==> src/rtl/sparsity_flag_scheduler.sv <==
// Ping-pong scheduler for the two sparsity-flag banks in front of the PE row
// engine. The DMA stream fills one bank while the PE drains the other. Each
// flag word is read from RAM, presented to the PE one cycle later with
// pe_start, and the scheduler then holds until row_cal_done. Banks are
// released per tile, and a layer_done pulse closes the layer.
module sparsity_flag_scheduler #(
  parameter int DATA_WIDTH     = 16,
  parameter int ADDR_WIDTH     = 4,
  parameter int TILE_CNT_WIDTH = 8
) (
  input  logic                      clk,
  input  logic                      reset,
  input  logic                      start,
  input  logic [ADDR_WIDTH:0]       cfg_tile_words,
  input  logic [TILE_CNT_WIDTH-1:0] cfg_num_tiles,
  input  logic                      dma_valid,
  input  logic [DATA_WIDTH-1:0]     dma_data,
  output logic                      dma_ready,
  output logic [1:0]                bank_wr_req,
  output logic [ADDR_WIDTH-1:0]     bank_wr_addr,
  output logic [DATA_WIDTH-1:0]     bank_wr_data,
  output logic [1:0]                bank_rd_req,
  output logic [ADDR_WIDTH-1:0]     bank_rd_addr,
  output logic                      bank_sel,
  output logic                      pe_start,
  input  logic                      row_cal_done,
  output logic                      busy,
  output logic                      layer_done
);

  localparam logic [ADDR_WIDTH:0] DEPTH = {1'b1, {ADDR_WIDTH{1'b0}}};

  typedef enum logic [2:0] {
    S_IDLE,
    S_WAIT,
    S_READ,
    S_LAUNCH,
    S_COMPUTE,
    S_DONE
  } state_t;

  // Latched layer configuration; tile length is kept as a last-word index
  // so both counters compare against it directly.
  typedef struct packed {
    logic [ADDR_WIDTH-1:0]     last_word;
    logic [TILE_CNT_WIDTH-1:0] num_tiles;
  } cfg_t;

  state_t                    state;
  cfg_t                      cfg;
  cfg_t                      cfg_in;
  logic [ADDR_WIDTH:0]       words_clamped;

  logic [1:0]                full;
  logic                      wr_bank;
  logic                      rd_bank;
  logic [ADDR_WIDTH-1:0]     wr_cnt;
  logic [ADDR_WIDTH-1:0]     rd_cnt;
  logic [TILE_CNT_WIDTH-1:0] tiles_loaded;
  logic [TILE_CNT_WIDTH-1:0] tiles_done;

  logic                      start_ok;
  logic                      wr_fire;
  logic                      wr_tile_end;
  logic                      rd_word_done;
  logic                      rd_tile_end;

  function automatic logic [1:0] bank_onehot(input logic b);
    return b ? 2'b10 : 2'b01;
  endfunction

  // Clamp requested tile length into 1..DEPTH before latching.
  always_comb begin
    words_clamped = cfg_tile_words;
    if (cfg_tile_words == '0)
      words_clamped = (ADDR_WIDTH+1)'(1);
    else if (cfg_tile_words > DEPTH)
      words_clamped = DEPTH;
    cfg_in.last_word = ADDR_WIDTH'(words_clamped - (ADDR_WIDTH+1)'(1));
    cfg_in.num_tiles = cfg_num_tiles;
  end

  // A start is only honoured from IDLE; while busy it is dropped.
  assign start_ok     = start && (state == S_IDLE);
  // Never offer a word into a bank the PE still owns, nor beyond the layer.
  assign dma_ready    = busy && !full[wr_bank] && (tiles_loaded < cfg.num_tiles);
  assign wr_fire      = dma_valid && dma_ready;
  assign wr_tile_end  = wr_fire && (wr_cnt == cfg.last_word);
  // row_cal_done only counts while a word is actually in flight at the PE.
  assign rd_word_done = (state == S_COMPUTE) && row_cal_done;
  assign rd_tile_end  = rd_word_done && (rd_cnt == cfg.last_word);

  // Capture layer configuration on an accepted start.
  always_ff @(posedge clk) begin
    if (reset)
      cfg <= '0;
    else if (start_ok)
      cfg <= cfg_in;
  end

  // Write side: register the DMA word into the current fill bank, advance
  // the word counter and hop banks at the end of each tile.
  always_ff @(posedge clk) begin
    if (reset) begin
      bank_wr_req  <= '0;
      bank_wr_addr <= '0;
      bank_wr_data <= '0;
      wr_cnt       <= '0;
      wr_bank      <= 1'b0;
      tiles_loaded <= '0;
    end else begin
      bank_wr_req <= '0;
      if (start_ok) begin
        wr_cnt       <= '0;
        wr_bank      <= 1'b0;
        tiles_loaded <= '0;
      end else if (wr_fire) begin
        bank_wr_req  <= bank_onehot(wr_bank);
        bank_wr_addr <= wr_cnt;
        bank_wr_data <= dma_data;
        if (wr_tile_end) begin
          wr_cnt       <= '0;
          wr_bank      <= ~wr_bank;
          tiles_loaded <= tiles_loaded + TILE_CNT_WIDTH'(1);
        end else begin
          wr_cnt <= wr_cnt + ADDR_WIDTH'(1);
        end
      end
    end
  end

  // Bank ownership: a completed fill marks its bank full, a completed tile
  // on the read side frees its bank. They always hit opposite banks, so
  // both updates may land in the same cycle.
  always_ff @(posedge clk) begin
    if (reset || start_ok) begin
      full <= '0;
    end else begin
      if (wr_tile_end) full[wr_bank] <= 1'b1;
      if (rd_tile_end) full[rd_bank] <= 1'b0;
    end
  end

  // Read FSM: WAIT for a full bank, READ one word, LAUNCH the PE one cycle
  // later to match RAM latency, then hold in COMPUTE until the PE reports.
  always_ff @(posedge clk) begin
    if (reset) begin
      state        <= S_IDLE;
      busy         <= 1'b0;
      layer_done   <= 1'b0;
      pe_start     <= 1'b0;
      bank_rd_req  <= '0;
      bank_rd_addr <= '0;
      bank_sel     <= 1'b0;
      rd_bank      <= 1'b0;
      rd_cnt       <= '0;
      tiles_done   <= '0;
    end else begin
      pe_start    <= 1'b0;
      bank_rd_req <= '0;
      layer_done  <= 1'b0;
      case (state)
        S_IDLE: begin
          if (start) begin
            busy       <= 1'b1;
            rd_bank    <= 1'b0;
            rd_cnt     <= '0;
            tiles_done <= '0;
            state      <= (cfg_num_tiles == '0) ? S_DONE : S_WAIT;
          end
        end
        S_WAIT: begin
          if (full[rd_bank]) begin
            bank_rd_req  <= bank_onehot(rd_bank);
            bank_rd_addr <= rd_cnt;
            bank_sel     <= rd_bank;
            state        <= S_READ;
          end
        end
        S_READ: begin
          pe_start <= 1'b1;
          state    <= S_LAUNCH;
        end
        S_LAUNCH: begin
          state <= S_COMPUTE;
        end
        S_COMPUTE: begin
          if (rd_word_done) begin
            if (!rd_tile_end) begin
              rd_cnt       <= rd_cnt + ADDR_WIDTH'(1);
              bank_rd_req  <= bank_onehot(rd_bank);
              bank_rd_addr <= rd_cnt + ADDR_WIDTH'(1);
              bank_sel     <= rd_bank;
              state        <= S_READ;
            end else begin
              rd_cnt     <= '0;
              rd_bank    <= ~rd_bank;
              tiles_done <= tiles_done + TILE_CNT_WIDTH'(1);
              if ((tiles_done + TILE_CNT_WIDTH'(1)) == cfg.num_tiles)
                state <= S_DONE;
              else
                state <= S_WAIT;
            end
          end
        end
        S_DONE: begin
          layer_done <= 1'b1;
          busy       <= 1'b0;
          state      <= S_IDLE;
        end
        default: state <= S_IDLE;
      endcase
    end
  end

endmodule
==> config.mk <==
export PLATFORM = sky130hd
export DESIGN_NAME = sparsity_flag_scheduler
export DESIGN_NICKNAME = d
export VERILOG_FILES = /design/src/rtl/sparsity_flag_scheduler.sv
export SDC_FILE = /design/constraint.sdc
export NUM_CORES = 1
export LEC_CHECK = 0
export CELL_PAD_IN_SITES_DETAIL_PLACEMENT = 0
export CELL_PAD_IN_SITES_GLOBAL_PLACEMENT = 1
export CORE_UTILIZATION = 41
export DETAILED_ROUTE_END_ITERATION = 7
export DONT_BUFFER_PORTS = 1
export PLACE_DENSITY_LB_ADDON = 0.1
export SETUP_SLACK_MARGIN = 0.05
export SLEW_MARGIN = 5
export SYNTH_ARGS = -nofsm -noshare
export SYNTH_HDL_FRONTEND = slang
export SYNTH_SLANG_ARGS = --single-unit
==> constraint.sdc <==
create_clock -name clk -period 5.4 [get_ports clk]
set_input_delay 0.54 -clock clk [delete_from_list [all_inputs] [get_ports clk]]
set_output_delay 0.54 -clock clk [all_outputs]
set_load 0.005 [all_outputs]
==> key figures <==
Clocking
  • Root buf cell: clkbuf_8
  • Clock Sinks: 75
  • Resized cells post-CTS: 0
  • Hold_buf cts: 0
  • Insertion delay to the later sink of the worst-skew pair: 0.35 ns
  • TritonCTS Buffers: 9
  • Clock transition at path regs: 0.08 ns
  • Clock buffer depth: 2
  • Htree depth: 3
  • CTS tree: yes
  • Post-CTS Repair Setup Buffers: 0

Synthesis
  • Flops & latches, synth: 75
  • Yosys top cell by area: dfxtp_1
  • Net Count, Synth: 516
  • Synth unique cells: 53
  • Async SR Flop Fraction: 0%
  • Seq/Total Area, Yosys: 38.5%
  • Synth warn: 0
  • Ranking of synthesized cells by area: dfxtp_1, a21oi_1, nand4_1
  • Mean Syn Cell Area: 8.30 um2
  • Synth Cell Area: 0.00390 mm2
  • Primary FF master, synth: dfxtp_1
  • EDFF count, synth: 0
  • Share of the synthesized area in the top cell type: 38.5%
  • Gate Count Post-Synth: 470

Setup path
  • Startpoint Class: flip-flop
  • Worst R2R End: tiles_loaded[2]
  • R2R setup slack: 2.38 ns
  • Critical Path Start: cfg[6]
  • Worst r2r src: cfg[6]
  • Worst Path Required: 4.86 ns
  • Critical path arrival: 2.75 ns
  • Crit. End Element: output port
  • Max Fanout on Critical Path: 33
  • WS Path Type: reg2out
  • Cells on worst reg2reg path: 9

Layout
  • Share of cells above drive strength 1: 5.74%
  • Commonest non-fill, non-tap cells in the layout: dfxtp_1, a21oi_1, nand2_1, nand4_1, nor2_1
  • Non-filler cells, final: 582
  • Nets: 494
  • FILL cells: 938
  • Area Growth Syn to Fin: 6.22%
  • Ant. Diodes: 0
  • Commonest non-fill, non-tap cell in the layout: dfxtp_1

Hold path
  • Worst Hold Endpoint: bank_wr_data[15]
  • Worst hold stages: 1
  • HP Start: reset
  • HP Class: in2reg

Floorplan
  • Core Area: 0.00924 mm2
  • Rows: 35
  • Die width: 99.5 um
  • Die area: 0.00991 mm2
  • DIE HEIGHT: 99.5 um
  • Top Ports: 67
  • Starting Density: 42.2%

Pwr
  • Cell Pwr Density: 295 mW/mm2
  • Clock power frac: 35.9%
  • P_int: 0.856 mW
  • Switching power: 0.366 mW
  • Gate power share: 14.9%
  • VDD IR max: 107 uV
  • Sw frac: 29.9%
  • Lkg Pwr: 1.35 nW
  • Reg power frac: 49.2%

Route
  • WL final: 10.1 mm
  • Starting DRT DRC Count: 200
  • Vias post-DR: 3408
  • Routed Antenna Nets: 0
  • Drt drc: 0
  • First-pass DRT Iterations: 4
  • Vias per inst: 5.86
  • Avg WL per Cell: 17.4 um

Timing
  • Worst-margin pin slew: 1.06 ns
  • Max Freq: 304 MHz
  • Slew HR: 29.1%
  • Total negative slack: 0 ns
  • Post-route minimum period: 3.29 ns
  • Setup Viol. Count Final: 0
  • Worst Skew: 0.0106 ns
  • Final period util: 60.8%
  • Final Hold Viols: 0
  • Unrepaired setup endpoints after global routing: false
  • Final slew viol count: 0

Placed design
  • GP Congestion: 0.911
  • Port Buffer Count: 0
  • Final HPWL DP: 6.88 mm
  • Dpl cells: 566

GRT
  • Largest net degree at the start of global routing: 67
  • GRT Total Usage: 21.7%
  • Initial antenna violation count: 0
  • Vias in the first global route: 3193
  • GR Overflow Total: 0
  • Global-route wire length before repair: 17.0 mm

Run
  • Max-cap violation count: 0

Status
  • Status: complete, no violations
==> cells in the mapped netlist (6+ instances only) <==
master    count
dfxtp_1      75
a21oi_1      53
nand2_1      42
nand4_1      32
clkbuf_1     27
nor2_1       24
o31ai_1      22
nor3_1       19
xnor2_1      17
o21ai_0      15
inv_1        14
nand3_1      14
ha_1         12
a211oi_1      8
or3_1         8
nor2b_1       6
nor3b_1       6
or4_1         6
==> power by group through the flow <==
stage | registers [mW] | clock network [mW] | logic, mW
2_1_floorplan | 0.602 | 0 | 0.161
3_3_place_gp | 0.614 | 0 | 0.179
3_5_place_dp | 0.615 | 0 | 0.181
4_1_cts | 0.602 | 0.454 | 0.182
5_1_grt | 0.606 | 0.486 | 0.205
6_report | 0.602 | 0.439 | 0.182
==> cell families after synthesis <==
kind of cell / after synthesis / share of synthesized area [%]
AND/OR/NAND/NOR: 178 / 24.6
AO/OA/AOI/OAI: 126 / 20.9
flip-flops: 75 / 38.5
buffers and inverters: 49 / 5.07
XOR/XNOR: 22 / 4.94
adder cells (fa/ha/maj): 12 / 3.85
multiplexers: 8 / 2.15
==> flip-flops by register name (all words and copies together), names as in the netlist <==
signal / flops
bank_wr_req: 2
pe_start: 1
busy: 1
rd_bank: 1
bank_rd_addr: 4
state: 3
wr_cnt: 4
bank_wr_addr: 4
layer_done: 1
bank_wr_data: 16
wr_bank: 1
full: 2
tiles_loaded: 8
bank_rd_req: 2
rd_cnt: 4
bank_sel: 1
tiles_done: 8
cfg: 12
==> how the worst max path moves through the flow <==
| stage | end | cells past startpoint |
|---|---|---|
| floorplan | dma_ready | 7 |
| global placement | tiles_loaded[2] | 9 |
| detailed placement | tiles_loaded[2] | 9 |
| CTS | dma_ready | 7 |
| global route | dma_ready | 7 |
| finish | dma_ready | 7 |
==> worst max-delay path: stages, from the launching register on <==
cell,delay [ns]
dfxtp_1,0.37
inv_1,0.06
ha_1,0.31
a21o_1,0.19
a2111oi_4,0.36
o211ai_2,0.12
buf_4,0.26
inv_1,0.73
==> per-layer routing <==
layer	wire, um	up-vias	GRT usage [%]
met4	173	0	7.35
met2	4380	104	30.9
met1	4980	1600	32.4
met3	605	17	4.08
met5	0	-	0
li1	-	1687	-
==> per-stage QoR <==
step	instance area, um2	util [%]	power, mW	setup WS [ns]	hold slack (ns)
final	4140	44.8	1.22	2.11	0.248
after global routing	4140	44.8	1.30	1.92	0.221
after CTS	4140	44.8	1.24	2.11	0.234
after detailed placement	3940	42.6	0.796	2.40	0.477
after global placement	3940	42.6	0.794	2.46	0.469
after floorplan	3900	-	0.762	3.22	0.450
==> area by class of cell <==
class | instances | area (um2) | share of cell area (%)
inverters | 14 | 52.6 | 1.27
clock inverters | 6 | 65.1 | 1.57
repair buffers | 2 | 15.0 | 0.362
well taps | 129 | 161 | 3.90
multi-input cells | 346 | 2210 | 53.3
flip-flops and latches | 75 | 1500 | 36.2
clock buffers | 10 | 138 | 3.32
No activity file was read; power rests on OpenSTA's default activity.
